`config.mk`:
```
export PLATFORM = sky130hd
export DESIGN_NAME = path_delay_meter_flat
export DESIGN_NICKNAME = d
export VERILOG_FILES = /design/src/rtl/path_delay_meter_pkg.sv /design/src/rtl/path_delay_meter_if.sv /design/src/rtl/path_capture_ff.sv /design/src/rtl/path_delay_meter.sv /design/src/flat_wrapper.sv
export SDC_FILE = /design/constraint.sdc
export NUM_CORES = 1
export LEC_CHECK = 0
export CORE_ASPECT_RATIO = 0.9
export CORE_MARGIN = 4
export CORE_UTILIZATION = 57
export CTS_CLUSTER_DIAMETER = 150
export CTS_CLUSTER_SIZE = 28
export DETAILED_ROUTE_END_ITERATION = 12
export GPL_TIMING_DRIVEN = 0
export PLACE_DENSITY = 0.84
export SLEW_MARGIN = 15
export SYNTH_ARGS = -nofsm -noshare
export SYNTH_HDL_FRONTEND = slang
export SYNTH_SLANG_ARGS = --single-unit
```
`constraint.sdc`:
```
create_clock -name clk -period 3.61 [get_ports clk]
set_input_delay 0.722 -clock clk [delete_from_list [all_inputs] [get_ports clk]]
set_output_delay 0.722 -clock clk [all_outputs]
set_load 0.005 [all_outputs]
```
`src/rtl/path_delay_meter_pkg.sv`:
```
// Shared constants and FSM encoding for the path delay meter.
package path_meter_pkg;

    localparam int DEF_CNT_W         = 16;
    localparam int DEF_SETTLE_CYCLES = 8;

    typedef enum logic [2:0] {
        IDLE   = 3'd0,
        LAUNCH = 3'd1,
        WAIT   = 3'd2,
        SAMPLE = 3'd3,
        SETTLE = 3'd4,
        FINISH = 3'd5
    } meterState_e;

endpackage

```
`src/rtl/path_delay_meter_if.sv`:
```
// Control/result bundle of the path delay meter; first_fail_idx exists only
// when PATH_METER_FIRST_FAIL_EN is defined.
interface path_delay_meter_if
    import path_meter_pkg::*;
#(
    parameter int CNT_W = DEF_CNT_W
) ();

    logic             start;
    logic [CNT_W-1:0] trials;
    logic [3:0]       capture_delay;
    logic             busy;
    logic             done;
    logic [CNT_W-1:0] fail_count;
    logic [CNT_W-1:0] pass_count;
`ifdef PATH_METER_FIRST_FAIL_EN
    logic [CNT_W-1:0] first_fail_idx;

    modport master (output start, trials, capture_delay,
                    input  busy, done, fail_count, pass_count, first_fail_idx);
    modport slave  (input  start, trials, capture_delay,
                    output busy, done, fail_count, pass_count, first_fail_idx);
`else
    modport master (output start, trials, capture_delay,
                    input  busy, done, fail_count, pass_count);
    modport slave  (input  start, trials, capture_delay,
                    output busy, done, fail_count, pass_count);
`endif

endinterface

```
`src/rtl/path_capture_ff.sv`:
```
// Raw capture flop at the far end of the measured path; kept as its own
// module so placement constraints can pin it next to the path output.
module path_capture_ff (
    input  logic clk,
    input  logic rst_n,
    input  logic capEn,
    input  logic d,
    output logic q
);

    (* keep = "true" *) logic q_r;

    // Samples the path output only on the capture edge, no synchronizer.
    always_ff @(posedge clk) begin
        if (!rst_n) begin
            q_r <= 1'b0;
        end else if (capEn) begin
            q_r <= d;
        end else begin
            q_r <= q_r;
        end
    end

    assign q = q_r;

endmodule

```
`src/rtl/path_delay_meter.sv`:
```
// Launch/capture path delay meter. Optional feature macro:
// PATH_METER_FIRST_FAIL_EN adds first_fail_idx to the control interface.
module path_delay_meter
    import path_meter_pkg::*;
#(
    parameter int CNT_W         = DEF_CNT_W,
    parameter int SETTLE_CYCLES = DEF_SETTLE_CYCLES
) (
    input  logic               clk,
    input  logic               rst_n,
    path_delay_meter_if.slave  ctl,
    output logic               path_launch,
    input  logic               path_result
);

    localparam int SW = (SETTLE_CYCLES > 1) ? $clog2(SETTLE_CYCLES) : 1;
    localparam logic [SW-1:0]    SETTLE_INIT = SW'(SETTLE_CYCLES - 1);
    localparam logic [CNT_W-1:0] CNT_ZERO    = {CNT_W{1'b0}};
    localparam logic [CNT_W-1:0] CNT_ONE     = {{(CNT_W-1){1'b0}}, 1'b1};
    localparam logic [CNT_W-1:0] CNT_ONES    = {CNT_W{1'b1}};

    meterState_e      state_r;
    logic [CNT_W-1:0] trialsLeft_r;
    logic [3:0]       delay_r;
    logic [3:0]       waitCnt_r;
    logic [SW-1:0]    settleCnt_r;
    logic             launch_r;
    logic             busy_r;
    logic             done_r;
    logic [CNT_W-1:0] passCnt_r;
    logic [CNT_W-1:0] failCnt_r;
    logic             capEn_s;
    logic             capBit_s;

    function automatic logic [CNT_W-1:0] satInc(input logic [CNT_W-1:0] v);
        if (v == CNT_ONES) begin
            return v;
        end else begin
            return v + CNT_ONE;
        end
    endfunction

    // Capture fires on the last WAIT cycle, i.e. edge launch+delay+1.
    always_comb begin
        capEn_s = 1'b0;
        if ((state_r == WAIT) && (waitCnt_r == 4'd0)) begin
            capEn_s = 1'b1;
        end else begin
            capEn_s = 1'b0;
        end
    end

    path_capture_ff u_capture (
        .clk   (clk),
        .rst_n (rst_n),
        .capEn (capEn_s),
        .d     (path_result),
        .q     (capBit_s)
    );

    // Measurement sequencer; all outputs are registered here.
    always_ff @(posedge clk) begin
        if (!rst_n) begin
            state_r      <= IDLE;
            trialsLeft_r <= CNT_ZERO;
            delay_r      <= 4'd0;
            waitCnt_r    <= 4'd0;
            settleCnt_r  <= {SW{1'b0}};
            launch_r     <= 1'b0;
            busy_r       <= 1'b0;
            done_r       <= 1'b0;
            passCnt_r    <= CNT_ZERO;
            failCnt_r    <= CNT_ZERO;
        end else begin
            done_r <= 1'b0;
            case (state_r)
                IDLE: begin
                    if (ctl.start) begin
                        trialsLeft_r <= ctl.trials;
                        delay_r      <= ctl.capture_delay;
                        passCnt_r    <= CNT_ZERO;
                        failCnt_r    <= CNT_ZERO;
                        busy_r       <= 1'b1;
                        state_r      <= (ctl.trials == CNT_ZERO) ? FINISH : LAUNCH;
                    end
                end
                LAUNCH: begin
                    // Never re-initialised, so trials alternate rise/fall.
                    launch_r  <= ~launch_r;
                    waitCnt_r <= delay_r;
                    state_r   <= WAIT;
                end
                WAIT: begin
                    if (waitCnt_r == 4'd0) begin
                        state_r <= SAMPLE;
                    end else begin
                        waitCnt_r <= waitCnt_r - 4'd1;
                    end
                end
                SAMPLE: begin
                    if (capBit_s == launch_r) begin
                        passCnt_r <= satInc(passCnt_r);
                    end else begin
                        failCnt_r <= satInc(failCnt_r);
                    end
                    trialsLeft_r <= trialsLeft_r - CNT_ONE;
                    settleCnt_r  <= SETTLE_INIT;
                    state_r      <= SETTLE;
                end
                SETTLE: begin
                    if (settleCnt_r == {SW{1'b0}}) begin
                        state_r <= (trialsLeft_r == CNT_ZERO) ? FINISH : LAUNCH;
                    end else begin
                        settleCnt_r <= settleCnt_r - {{(SW-1){1'b0}}, 1'b1};
                    end
                end
                FINISH: begin
                    busy_r  <= 1'b0;
                    done_r  <= 1'b1;
                    state_r <= IDLE;
                end
                default: begin
                    busy_r  <= 1'b0;
                    state_r <= IDLE;
                end
            endcase
        end
    end

    assign path_launch    = launch_r;
    assign ctl.busy       = busy_r;
    assign ctl.done       = done_r;
    assign ctl.pass_count = passCnt_r;
    assign ctl.fail_count = failCnt_r;

`ifdef PATH_METER_FIRST_FAIL_EN
    logic [CNT_W-1:0] trialIdx_r;
    logic [CNT_W-1:0] firstFail_r;

    // Remembers the 0-based index of the first mismatching trial of a run.
    always_ff @(posedge clk) begin
        if (!rst_n) begin
            trialIdx_r  <= CNT_ZERO;
            firstFail_r <= CNT_ONES;
        end else if ((state_r == IDLE) && ctl.start) begin
            trialIdx_r  <= CNT_ZERO;
            firstFail_r <= CNT_ONES;
        end else if (state_r == SAMPLE) begin
            trialIdx_r <= trialIdx_r + CNT_ONE;
            if ((capBit_s != launch_r) && (firstFail_r == CNT_ONES)) begin
                firstFail_r <= trialIdx_r;
            end
        end
    end

    assign ctl.first_fail_idx = firstFail_r;
`endif

endmodule

```
`src/flat_wrapper.sv`:
```
// flat-port wrapper written by rule: the top's interface ports become plain ports
module path_delay_meter_flat import path_meter_pkg::*;
#(
    parameter int CNT_W         = DEF_CNT_W,
    parameter int SETTLE_CYCLES = DEF_SETTLE_CYCLES
)
  (clk, rst_n, path_launch, path_result, ctl_start, ctl_trials, ctl_capture_delay, ctl_busy, ctl_done, ctl_fail_count, ctl_pass_count);
  path_delay_meter_if #(.CNT_W(CNT_W)) ctl_i ();
  input  logic clk;
  input  logic rst_n;
  output logic path_launch;
  input  logic path_result;
  input wire logic [$bits(ctl_i.start)-1:0] ctl_start;
  input wire logic [$bits(ctl_i.trials)-1:0] ctl_trials;
  input wire logic [$bits(ctl_i.capture_delay)-1:0] ctl_capture_delay;
  output wire logic [$bits(ctl_i.busy)-1:0] ctl_busy;
  output wire logic [$bits(ctl_i.done)-1:0] ctl_done;
  output wire logic [$bits(ctl_i.fail_count)-1:0] ctl_fail_count;
  output wire logic [$bits(ctl_i.pass_count)-1:0] ctl_pass_count;
  assign ctl_i.start = ctl_start;
  assign ctl_i.trials = ctl_trials;
  assign ctl_i.capture_delay = ctl_capture_delay;
  assign ctl_busy = ctl_i.busy;
  assign ctl_done = ctl_i.done;
  assign ctl_fail_count = ctl_i.fail_count;
  assign ctl_pass_count = ctl_i.pass_count;
  path_delay_meter #(.CNT_W(CNT_W), .SETTLE_CYCLES(SETTLE_CYCLES)) u_core (.clk(clk), .rst_n(rst_n), .ctl(ctl_i), .path_launch(path_launch), .path_result(path_result));
endmodule
```
# After elaboration in Yosys (flattened, before gate mapping)
# Index checks and enable logic that the tools add are counted.
# classes
n_addsub,5
eq_ne,17
muxes,23
bitwise,2
n_reduce_logical,18
# ops
op,count
$mux W16,6
$pmux W16 S2,3
$add A16 B1 Y16 const B,2
$eq A16 B16 Y1 const B,2
$logic_not A16 Y1,2
$mux W3,6
$sub A16 B1 Y16 const B,1
$pmux W3 S5,1
$ne A2 B2 Y1 const B,7
$reduce_and A2 Y1,5
$pmux W4 S2,1
$reduce_and A4 Y1,2
$eq A3 B2 Y1 const B,2
$eq A3 B3 Y1 const B,2
$logic_not A3 Y1,2
$pmux W3 S2,1
$reduce_bool A2 Y1,3
$logic_not A4 Y1,1
$mux W4,1
$ne A2 B1 Y1 const B,2
$reduce_or A4 Y1,1
$sub A4 B1 Y4 const B,1
$eq A3 B1 Y1 const B,1
$mux W1,3
6 further kinds,7
# totals
regBits,66
output_inout_bits,35
elab_cells,76

# Longest topological paths before layout
# Gate-level depths: netlist of run 1.
# logic_depth
depth_word,4
ltp_mapped,7
mapped_depth_nobuf,7

# Hierarchy
# Synthesis of run 1 repeated with hierarchy kept, for this count alone.
# unflattened
cells_unflattened,429
hier_area_um2,3517.1
# by_module_without_submodules
module,n_inst,cells_per_inst,area_each_um2
path_delay_meter,1,425,3473.3
path_capture_ff,1,4,43.8

# Worst setup path before layout of run 1
# No wires, ideal clock.
# synth_timing
path_kind,register to register
from,register u_core.trialsLeft_r[5]
to,register u_core.trialsLeft_r[14]
setup_time_ps,132
arrival_time_ps,2007
required_time_ps,3478
setup_slack_ps,1471
path_stages_with_launch,7
path_buffers,1
period_less_slack_ps,2139
cell_sequence,dfxtp_1 or4_4 or4_1 buf_2 or4_1 nand3_1 a21oi_1
# synth_between
elab_chain_cells,2
# synth_lines
item,line,text
"start, declared",path_delay_meter.sv:23,logic [CNT_W-1:0] trialsLeft_r;
"start signal, assigned",path_delay_meter.sv:79,trialsLeft_r <= ctl.trials;
"start signal, assigned",path_delay_meter.sv:106,trialsLeft_r <= trialsLeft_r - CNT_ONE;
$sub A16 B1 Y16,path_delay_meter.sv:106,
$pmux W16 S2,path_delay_meter.sv:76,case (state_r)
# Every way passes these cells.
# A chain may end at the register's enable or synchronous reset.

# Worst setup path after layout of run 1
# layout_timing
from,input port ctl_start
to,"register u_core.passCnt_r[13], in the netlist u_core.ctl.pass_count[13]"
# layout_between
elab_chain_cells,2
# layout_lines
item,line,text
"start, declared",flat_wrapper.sv:13,input wire logic [$bits(ctl_i.start)-1:0] ctl_start;
$ne A2 B2 Y1 (no source line),n/a,
$reduce_and A4 Y1 (no source line),n/a,
"end signal, assigned",path_delay_meter.sv:102,passCnt_r <= satInc(passCnt_r);
"end, declared",path_delay_meter.sv:30,logic [CNT_W-1:0] passCnt_r;
# Every way passes these cells.

==> results of run 1 <==
-- metrics by stage --
step,power [mW],cell area [um^2],hold slack (ps),setup WS (ps)
2_1_floorplan,1.29,3320,429,1470
3_3_place_gp,1.45,3980,444,606
3_5_place_dp,1.47,3980,449,588
4_1_cts,2.17,4210,459,943
5_1_grt,2.30,4210,478,757
6_report,2.18,4210,459,936
-- registers in the layout, summed over array words and instances (netlist names), 3 cells and up --
name,count
u_core.ctl.fail_count,16
u_core.ctl.pass_count,16
u_core.delay_r,4
u_core.settleCnt_r,3
u_core.state_r,3
u_core.trialsLeft_r,16
u_core.waitCnt_r,4
-- power by group through the flow --
stage,Sequential [mW],Clock [mW],Combinational (mW)
after floorplan,0.865,0,0.427
after global placement,0.876,0,0.575
after detailed placement,0.879,0,0.592
after CTS,0.864,0.717,0.593
after global routing,0.877,0.754,0.665
final,0.867,0.707,0.604
-- synth_stat cells (3+ instances only) --
| library cell | count |
|---|---|
| nand3_1 | 17 |
| and4_1 | 8 |
| or3_1 | 5 |
| and3_1 | 6 |
| mux2i_1 | 4 |
| nor3b_1 | 5 |
| ha_1 | 8 |
| a22oi_1 | 3 |
| clkbuf_1 | 15 |
| nand4_1 | 15 |
| o311ai_0 | 3 |
| o211ai_1 | 5 |
| or4_1 | 5 |
| o21ai_0 | 14 |
| nor2_1 | 53 |
| nand2_1 | 39 |
| a311oi_1 | 3 |
| dfxtp_1 | 66 |
| a211oi_1 | 3 |
| buf_2 | 3 |
| a21oi_1 | 39 |
| xnor2_1 | 18 |
| nor4_1 | 10 |
| inv_1 | 10 |
| a31oi_1 | 3 |
| nor3_1 | 23 |
-- cell type report --
cell class | instances | area (um^2) | share of cell area, %
repair buffers | 57 | 571 | 13.6
inverters | 11 | 41.3 | 0.982
flip-flops and latches | 66 | 1320 | 31.4
well taps | 70 | 87.6 | 2.08
multi-input cells | 320 | 1880 | 44.8
clock buffers | 10 | 138 | 3.27
clock inverters | 6 | 90.1 | 2.14
plain buffers | 19 | 75.1 | 1.78
-- logic make-up after synthesis --
kind of cell | after synthesis | synth area share [%]
muxes | 4 | 1.21
buffers and inverters | 30 | 3.50
adders and majority gates | 8 | 3.01
DFF | 66 | 39.8
xor gates and xnor gates | 20 | 5.28
AOI/OAI and AO/OA | 87 | 16.0
and+or+nand+nor | 201 | 31.2
-- worst max-delay path: stages --
cell and delay, ps:
clkdlybuf4s50_1 550, nor4b_2 650, a21oi_1 220, clkbuf_1 270
or3_1 390, a21oi_1 140
-- final timing paths --
kind	start	slack [ps]	endpoint	depth (start not counted)
max	ctl_start	940	u_core.ctl.pass_count[13]$_SDFFE_PN0P_	6
min	u_core.delay_r[0]$_SDFFE_PN0P_	460	u_core.delay_r[0]$_SDFFE_PN0P_	2
max reg2reg	u_core.state_r[2]$_SDFFE_PN0P_	1240	u_core.ctl.pass_count[13]$_SDFFE_PN0P_	6
min reg2reg	u_core.delay_r[0]$_SDFFE_PN0P_	460	u_core.delay_r[0]$_SDFFE_PN0P_	2
-- per-layer routing --
layer	part of all wire [%]	track usage (%)	wire [um]	vias to the layer above
met5	0	0	0	-
met4	1.9	7.85	161	0
met3	7.8	5.85	675	19
li1	-	-	-	1658
met2	48	41.5	4180	148
met1	42	31.2	3610	1576
==> results by group, run 1 <==
Status
  – Status: complete, no violations

Pwr
  – VDD IR-drop max: between 0.3 and 0.4 mV
  – Power Internal: 1.44 mW
  – Sw Share: between 30% and 40%
  – Power Density: 518 nW/um^2
  – Clock network fraction of design power: 32.5%
  – Flop pwr share: 39.8%
  – Static leakage: 1.43 nW
  – Combinational power share: 27.7%
  – Sw power: approximately 740 uW

Finish
  – Filler instances: between 400 and 500
  – Fin cells: between 500 and 600
  – Most common cell after layout, fill and taps aside: dfxtp_1
  – Area grow syn2layout: 26.7%
  – Antenna diodes: 0
  – Final Util: about 74%
  – Fraction of layout cells with a size suffix above 1: ~5.5%
  – Most frequent cells in the layout: 66 x dfxtp_1, 57 x clkdlybuf4s50_1, 53 x nor2_1, 39 x nand2_1, 39 x a21oi_1
  – Final-stage net count: between 500 and 600

Global route
  – Vias in the first global route: ~3100
  – First-pass GRT wire length: 14.0 mm
  – Pin count of the biggest net entering global routing: 13
  – Grt ovf: 0
  – Initial antenna violation count: 0
  – Tot GR Track Use: around a quarter

Clocking
  – CTS tree: yes
  – Htree depth: 3
  – CTS hold repair buffers: 0
  – Clock latency on the worst-skew pair: 350 ps
  – Clock Path Buffers: 2
  – # clock sinks: 66
  – Clk root buf: clkbuf_8
  – CTS buffer count: 9
  – Clock Pin Slew Worst Setup and Hold Paths: ~70 ps
  – Post_cts resized: 0
  – Post-CTS Setup Bufs: 0

Place
  – GPL Wtd Cong: roughly 0.88
  – IO buf count: between 50 and 60
  – Dpl hpwl: between 6 and 7 mm
  – Post-Place Cells: ~540

Floorplanning
  – I/O pin total: 59
  – Die area: 7110 um^2
  – Y dimension of the die: between 80 and 90 um
  – Cell row count: 26
  – Die Wd: 88.5 um
  – Initial Util: roughly 59%
  – Core area: ~5700 um^2

Synthesis
  – YS warnings: 0
  – Library cells used by synthesis: approximately 50
  – Yosys reg bits: 66
  – Seq/Total Area, Yosys: 39.8%
  – Synth area leaders: dfxtp_1 40%, nor2_1 6.0%, a21oi_1 5.9%
  – Area leader, netlist: dfxtp_1
  – Async set-reset flop share out of synthesis: 0%
  – Most used DFF post-synth: dfxtp_1
  – Synth Cell Area: between 3000 and 4000 um^2
  – Yosys top cell area share: 39.8%
  – Syn_area_per_cell: roughly 8 um^2
  – Syn_nets: 448
  – Number of synthesized flops with an enable pin: 0
  – Mapped Cells: about 420

Timing
  – Final setup skew: roughly 9.2 ps
  – Maximum achievable frequency: 374 MHz
  – Min Clock Period, post-route: 2670 ps
  – Final number of setup-violating endpoints: 0
  – Final hold vios: 0
  – Unrepaired setup endpoints after global routing: no
  – Fin crit share: 74.1%
  – Final Max Tran Viols: 0
  – Slew at the pin with the worst max-slew slack: just over 900 ps
  – Slew margin rel.: between 30% and 40%
  – Final setup TNS: 0 ps

Flow run
  – Max Cap Viol: 0

Critical path
  – CP Data Required Time: just under 4000 ps
  – Crit end category: register
  – Crit-path max FO: 10
  – CP Class: in -> reg
  – Worst EP arrival: 2940 ps
  – Setup crit start kind: input port

Worst hold path
  – Hold Crit Class: reg -> reg

Detailed routing
  – Wire per inst: between 15 and 20 um
  – Routed Antenna Nets: 0
  – Iteration-0 DRC Markers: roughly 220
  – First-pass DRT Iterations: 5
  – Via-per-instance ratio: about 6.1
  – WL final: approximately 8.6 mm
  – Via count: 3401
  – Residual DRC: 0
Note: power is estimated with default switching activity, not from simulation.
==> run 2, diff against run 1 <==
--- a/config.mk
+++ b/config.mk
@@ -7,12 +7,12 @@
 export LEC_CHECK = 0
 export CORE_ASPECT_RATIO = 0.9
 export CORE_MARGIN = 4
-export CORE_UTILIZATION = 57
+export CORE_UTILIZATION = 53
 export CTS_CLUSTER_DIAMETER = 150
 export CTS_CLUSTER_SIZE = 28
 export DETAILED_ROUTE_END_ITERATION = 12
 export GPL_TIMING_DRIVEN = 0
-export PLACE_DENSITY = 0.84
+export PLACE_DENSITY = 0.79
 export SLEW_MARGIN = 15
 export SYNTH_ARGS = -nofsm -noshare
 export SYNTH_HDL_FRONTEND = slang
==> constraint.sdc (replaced) <==
create_clock -name clk -period 2.78 [get_ports clk]
set_input_delay 0.556 -clock clk [delete_from_list [all_inputs] [get_ports clk]]
set_output_delay 0.556 -clock clk [all_outputs]
set_load 0.005 [all_outputs]
==> results by group, run 2 (same netlist as run 1, synthesis figures left out) <==
Timing
  – Unrepaired setup endpoints after global routing: no
  – Final hold vios: 0
  – Slew at the pin with the worst max-slew slack: approximately 900 ps
  – Min Clock Period, post-route: 2480 ps
  – Slew margin rel.: 38.4%
  – Final setup skew: ~7.3 ps
  – Final Max Tran Viols: 0
  – Fin crit share: between 80 and 90%
  – Maximum achievable frequency: approximately 400 MHz
  – Final number of setup-violating endpoints: 0

Finish
  – Antenna diodes: 0
  – Filler instances: 526
  – Most common cell after layout, fill and taps aside: dfxtp_1
  – Area grow syn2layout: 27.3%
  – Fraction of layout cells with a size suffix above 1: 5.33%
  – Fin cells: ~580
  – Final-stage net count: a little over 500
  – Most frequent cells in the layout: 66 x dfxtp_1, 57 x clkdlybuf4s50_1, 53 x nor2_1, 39 x nand2_1, 39 x a21oi_1

Place
  – Dpl hpwl: 6.12 mm
  – GPL Wtd Cong: about 0.90
  – Post-Place Cells: 560
  – IO buf count: 57

Detailed routing
  – Iteration-0 DRC Markers: around 180
  – First-pass DRT Iterations: 6
  – Via-per-instance ratio: 5.94
  – WL final: around 8.8 mm
  – Wire per inst: 15.2 um
  – Via count: ~3400
  – Residual DRC: 0
  – Routed Antenna Nets: 0

Critical path
  – Worst flop-to-flop path endpoint: u_core.ctl.pass_count[13]$_SDFFE_PN0P_
  – CP Data Required Time: about 3100 ps
  – Crit end category: register
  – Worst r2r src: u_core.state_r[2]$_SDFFE_PN0P_
  – Buf/Inv on CP: 2
  – Crit path depth: 6
  – Setup crit start kind: input port
  – Max stage delay on crit path: approximately 640 ps
  – CP Class: in -> reg
  – Slowest cell on crit path: nor4b_2
  – Worst-case reg-to-reg path depth: 6
  – Worst EP arrival: approximately 2800 ps
  – CP top delay family: simple AND/OR/NAND/NOR gates
  – R2R setup slack: roughly 430 ps
  – Worst path cell trace: clkdlybuf4s50_1 > nor4b_2 > a21oi_1 > clkbuf_1 > or3_1 > a21oi_1
  – CP most frequent cell: a21oi_1
  – Crit-path max FO: 10

Status
  – Status: complete, no violations

Clocking
  – CTS buffer count: 9
  – Clock Pin Slew Worst Setup and Hold Paths: about 70 ps
  – Htree depth: 3
  – CTS hold repair buffers: 0
  – Post_cts resized: 0
  – Post-CTS Setup Bufs: 0
  – CTS tree: yes
  – Clock latency on the worst-skew pair: roughly 350 ps
  – Clock Path Buffers: 2
  – Clk root buf: clkbuf_8
  – # clock sinks: 66

Floorplanning
  – I/O pin total: 59
  – Core area: between 6000 and 7000 um^2
  – Y dimension of the die: a little over 80 um
  – Cell row count: 27
  – Die Wd: between 90 and 100 um
  – Initial Util: between 50 and 60%
  – Die area: 7600 um^2

Pwr
  – Static leakage: around 1.4 nW
  – Total Power: 2.86 mW
  – Power Density: 677 nW/um^2
  – VDD IR-drop max: slightly below 0.4 mV

Global route
  – First-pass GRT wire length: 14.7 mm
  – Grt ovf: 0
  – Vias in the first global route: about 3200
  – Initial antenna violation count: 0
  – Pin count of the biggest net entering global routing: 12
  – Tot GR Track Use: 23.5%

Worst hold path
  – Hold Crit Class: reg -> reg
  – Min-delay src: u_core.delay_r[1]$_SDFFE_PN0P_
  – Worst Hold Depth: 2
  – Worst Hold Path EP: u_core.delay_r[1]$_SDFFE_PN0P_

Flow run
  – Max Cap Viol: 0
-- run 2: cell types whose count changed in the layout (fill, tap and decap cells not counted), sizes merged --
cell / before / now
clkbuf: 25 / 26
clkinv: 3 / 0
clkinvlp: 1 / 2
-- run 2: layout make-up --
class	instances	area (um^2)	area share [%]
tap	87	109	2.58
clock buffer	11	151	3.58
clock inverter	4	75.1	1.78
buffer	19	75.1	1.78
timing repair buffer	57	571	13.5
sequential	66	1320	31.3
multi-input combinational	320	1880	44.6
inverter	11	41.3	0.977
-- run 2: how the worst max path moves through the flow --
| stage | from | end | slack [ps] |
|---|---|---|---|
| CTS | ctl_start | u_core.ctl.pass_count[13]$_SDFFE_PN0P_ | 300 |
| finish | ctl_start | u_core.ctl.pass_count[13]$_SDFFE_PN0P_ | 300 |
| global route | ctl_start | u_core.ctl.pass_count[4]$_SDFFE_PN0P_ | 120 |
| detailed placement | ctl_start | u_core.ctl.pass_count[13]$_SDFFE_PN0P_ | -50 |
| floorplan | u_core.trialsLeft_r[5]$_SDFFE_PN0P_ | u_core.trialsLeft_r[14]$_SDFFE_PN0P_ | 640 |
| global placement | ctl_start | u_core.ctl.pass_count[13]$_SDFFE_PN0P_ | -9 |
-- run 2: metal layers --
metal / vias to the layer above / part of all wire, % / global-route usage (%)
met5: - / 0 / 0
met4: 0 / 2.0 / 8.63
met3: 25 / 7.0 / 6.61
met2: 136 / 47 / 39.5
met1: 1584 / 43 / 28.4
li1: 1669 / - / -
-- run 2: worst reg2reg max path: stages, from the launching register on --
cell and delay [ps]:
dfxtp_1 310, clkbuf_1 200, nor4b_2 730, a21oi_1 230, clkbuf_1 280, or3_1 390
a21oi_1 140
-- run 2: power by group --
group	leakage, nW	switching, mW	internal (mW)
Sequential	0.536	0.0841	1.04
Clock	0.108	0.383	0.549
Combinational	0.781	0.505	0.299
-- run 2: metrics by stage --
step	utilization, %	area [um^2]	hold WS [ps]	setup TNS [ps]	worst slack, ps
2_1_floorplan	-	3320	429	0	641
3_3_place_gp	65.4	4000	445	-9.35	-9.35
3_5_place_dp	65.4	4000	457	-63.9	-45.2
4_1_cts	69.1	4230	467	0	300
5_1_grt	69.1	4230	490	0	118
6_report	69.1	4230	460	0	299
==> run 3, diff against run 2 <==
--- a/config.mk
+++ b/config.mk
@@ -5,7 +5,7 @@
 export SDC_FILE = /design/constraint.sdc
 export NUM_CORES = 1
 export LEC_CHECK = 0
-export CORE_ASPECT_RATIO = 0.9
+export CORE_ASPECT_RATIO = 0.8
 export CORE_MARGIN = 4
 export CORE_UTILIZATION = 53
 export CTS_CLUSTER_DIAMETER = 150
==> results by group, run 3 (same netlist as run 1, synthesis figures left out) <==
Pwr
  – Power Density: a little under 700 nW/um^2
  – Static leakage: roughly 1.4 nW
  – Total Power: between 2 and 3 mW
  – VDD IR-drop max: ~0.47 mV

Floorplanning
  – I/O pin total: 59
  – Y dimension of the die: a little under 80 um
  – Die area: approximately 7600 um^2
  – Initial Util: 55.3%
  – Core area: 6010 um^2
  – Die Wd: around 96 um
  – Cell row count: 25

Timing
  – Slew at the pin with the worst max-slew slack: 980 ps
  – Slew margin rel.: around a third
  – Final number of setup-violating endpoints: 0
  – Final Max Tran Viols: 0
  – Fin crit share: about 90%
  – Final setup TNS: 0 ps
  – Min Clock Period, post-route: roughly 2500 ps
  – Maximum achievable frequency: ~400 MHz
  – Final hold vios: 0
  – Unrepaired setup endpoints after global routing: no
  – Final setup skew: approximately 8 ps

Global route
  – Pin count of the biggest net entering global routing: 12
  – Tot GR Track Use: 24.0%
  – Initial antenna violation count: 0
  – Grt ovf: 0
  – Vias in the first global route: 2983
  – Busiest layer in global routing: met2
  – GR Util met2: a little over a third
  – First-pass GRT wire length: roughly 14 mm
  – Global-route met3 utilization: about 6.6%
  – Met1 usage: roughly a third

Critical path
  – Crit-path max FO: 10
  – Setup crit start kind: input port
  – CP Class: in -> reg
  – Crit end category: register
  – CP Data Required Time: around 3000 ps
  – Worst EP arrival: 2750 ps

Worst hold path
  – Hold Crit Class: reg -> reg

Detailed routing
  – Residual DRC: 0
  – First-pass DRT Iterations: 6
  – WL final: ~8.6 mm
  – Via-per-instance ratio: about 6
  – Routed Antenna Nets: 0
  – Wire per inst: roughly 15 um
  – Via count: roughly 3300
  – Iteration-0 DRC Markers: around 220

Finish
  – Register cell area after layout: between 1000 and 1500 um^2
  – Area grow syn2layout: 27.8%
  – Most common cell after layout, fill and taps aside: dfxtp_1
  – Filler instances: around 530
  – Antenna diodes: 0
  – Fraction of layout cells with a size suffix above 1: under 10%
  – Multi-input gate area: 1880 um^2
  – Most frequent cells in the layout: 66 x dfxtp_1, 57 x clkdlybuf4s50_1, 53 x nor2_1, 39 x nand2_1, 39 x a21oi_1
  – Final-stage net count: 516

Clocking
  – Post_cts resized: 0
  – Post-CTS Setup Bufs: 0
  – CTS buffer count: 9
  – Clock Pin Slew Worst Setup and Hold Paths: around 70 ps
  – Clock latency on the worst-skew pair: 350 ps
  – Clk root buf: clkbuf_8
  – CTS tree: yes
  – # clock sinks: 66
  – CTS hold repair buffers: 0
  – Clock Path Buffers: 2
  – Htree depth: 3

Place
  – IO buf count: 57
  – Dpl hpwl: approximately 6.3 mm
  – GPL Wtd Cong: about 0.86

Flow run
  – Max Cap Viol: 0

Status
  – Status: complete, no violations
run 3: changes by cell type in the layout (fill, tap and decap cells not counted):
cell        delta
clkinvlp_4     -1
bufinv_16      +1
clkbuf_1       +1
run 3: critical path: stages:
cell	delay, ps
clkdlybuf4s50_1	530
nor4b_2	580
a21oi_1	220
clkbuf_1	270
or3_1	390
a21oi_1	200
run 3: cell type report:
class,count,area share [%]
multi-input cells,320,44.4
flip-flops and latches,66,31.1
repair buffers,57,13.4
clock buffers,12,3.65
well taps,81,2.39
clock inverters,4,2.30
plain buffers,19,1.77
inverters,11,0.973
run 3: final timing paths:
kind / to / start / cells past startpoint / slack [ps]
max: u_core.ctl.pass_count[4]$_SDFFE_PN0P_ / ctl_start / 6 / 290
max reg2reg: u_core.ctl.pass_count[4]$_SDFFE_PN0P_ / u_core.state_r[2]$_SDFFE_PN0P_ / 6 / 440
min reg2reg: u_core.delay_r[3]$_SDFFE_PN0P_ / u_core.delay_r[3]$_SDFFE_PN0P_ / 2 / 460
min: u_core.delay_r[3]$_SDFFE_PN0P_ / u_core.delay_r[3]$_SDFFE_PN0P_ / 2 / 460
run 3: where the power goes:
group | switching (mW) | total [mW] | internal [mW]
combinational | 0.487 | 0.785 | 0.298
clock | 0.371 | 1.02 | 0.645
sequential | 0.0840 | 1.12 | 1.04
total | 0.942 | 2.93 | 1.98
run 3: per-layer routing:
metal | vias to the layer above | share of wire (%) | wire length (um)
met5 | - | 0 | 0
met1 | 1587 | 48 | 4120
met3 | 4 | 5.7 | 492
li1 | 1656 | - | -
met2 | 101 | 46 | 3930
met4 | 0 | 0.73 | 63
run 3: stage by stage:
stage / cells / hold WS, ps / utilization, % / worst slack, ps / instance area, um^2
3_3_place_gp: 554 / 444 / 66.5 / 38.0 / 3990
6_report: 570 / 458 / 70.7 / 287 / 4250
2_1_floorplan: 416 / 429 / - / 641 / 3320
5_1_grt: 570 / 476 / 70.7 / 191 / 4250
3_5_place_dp: 554 / 447 / 66.5 / 20.4 / 3990
4_1_cts: 570 / 457 / 70.7 / 338 / 4250
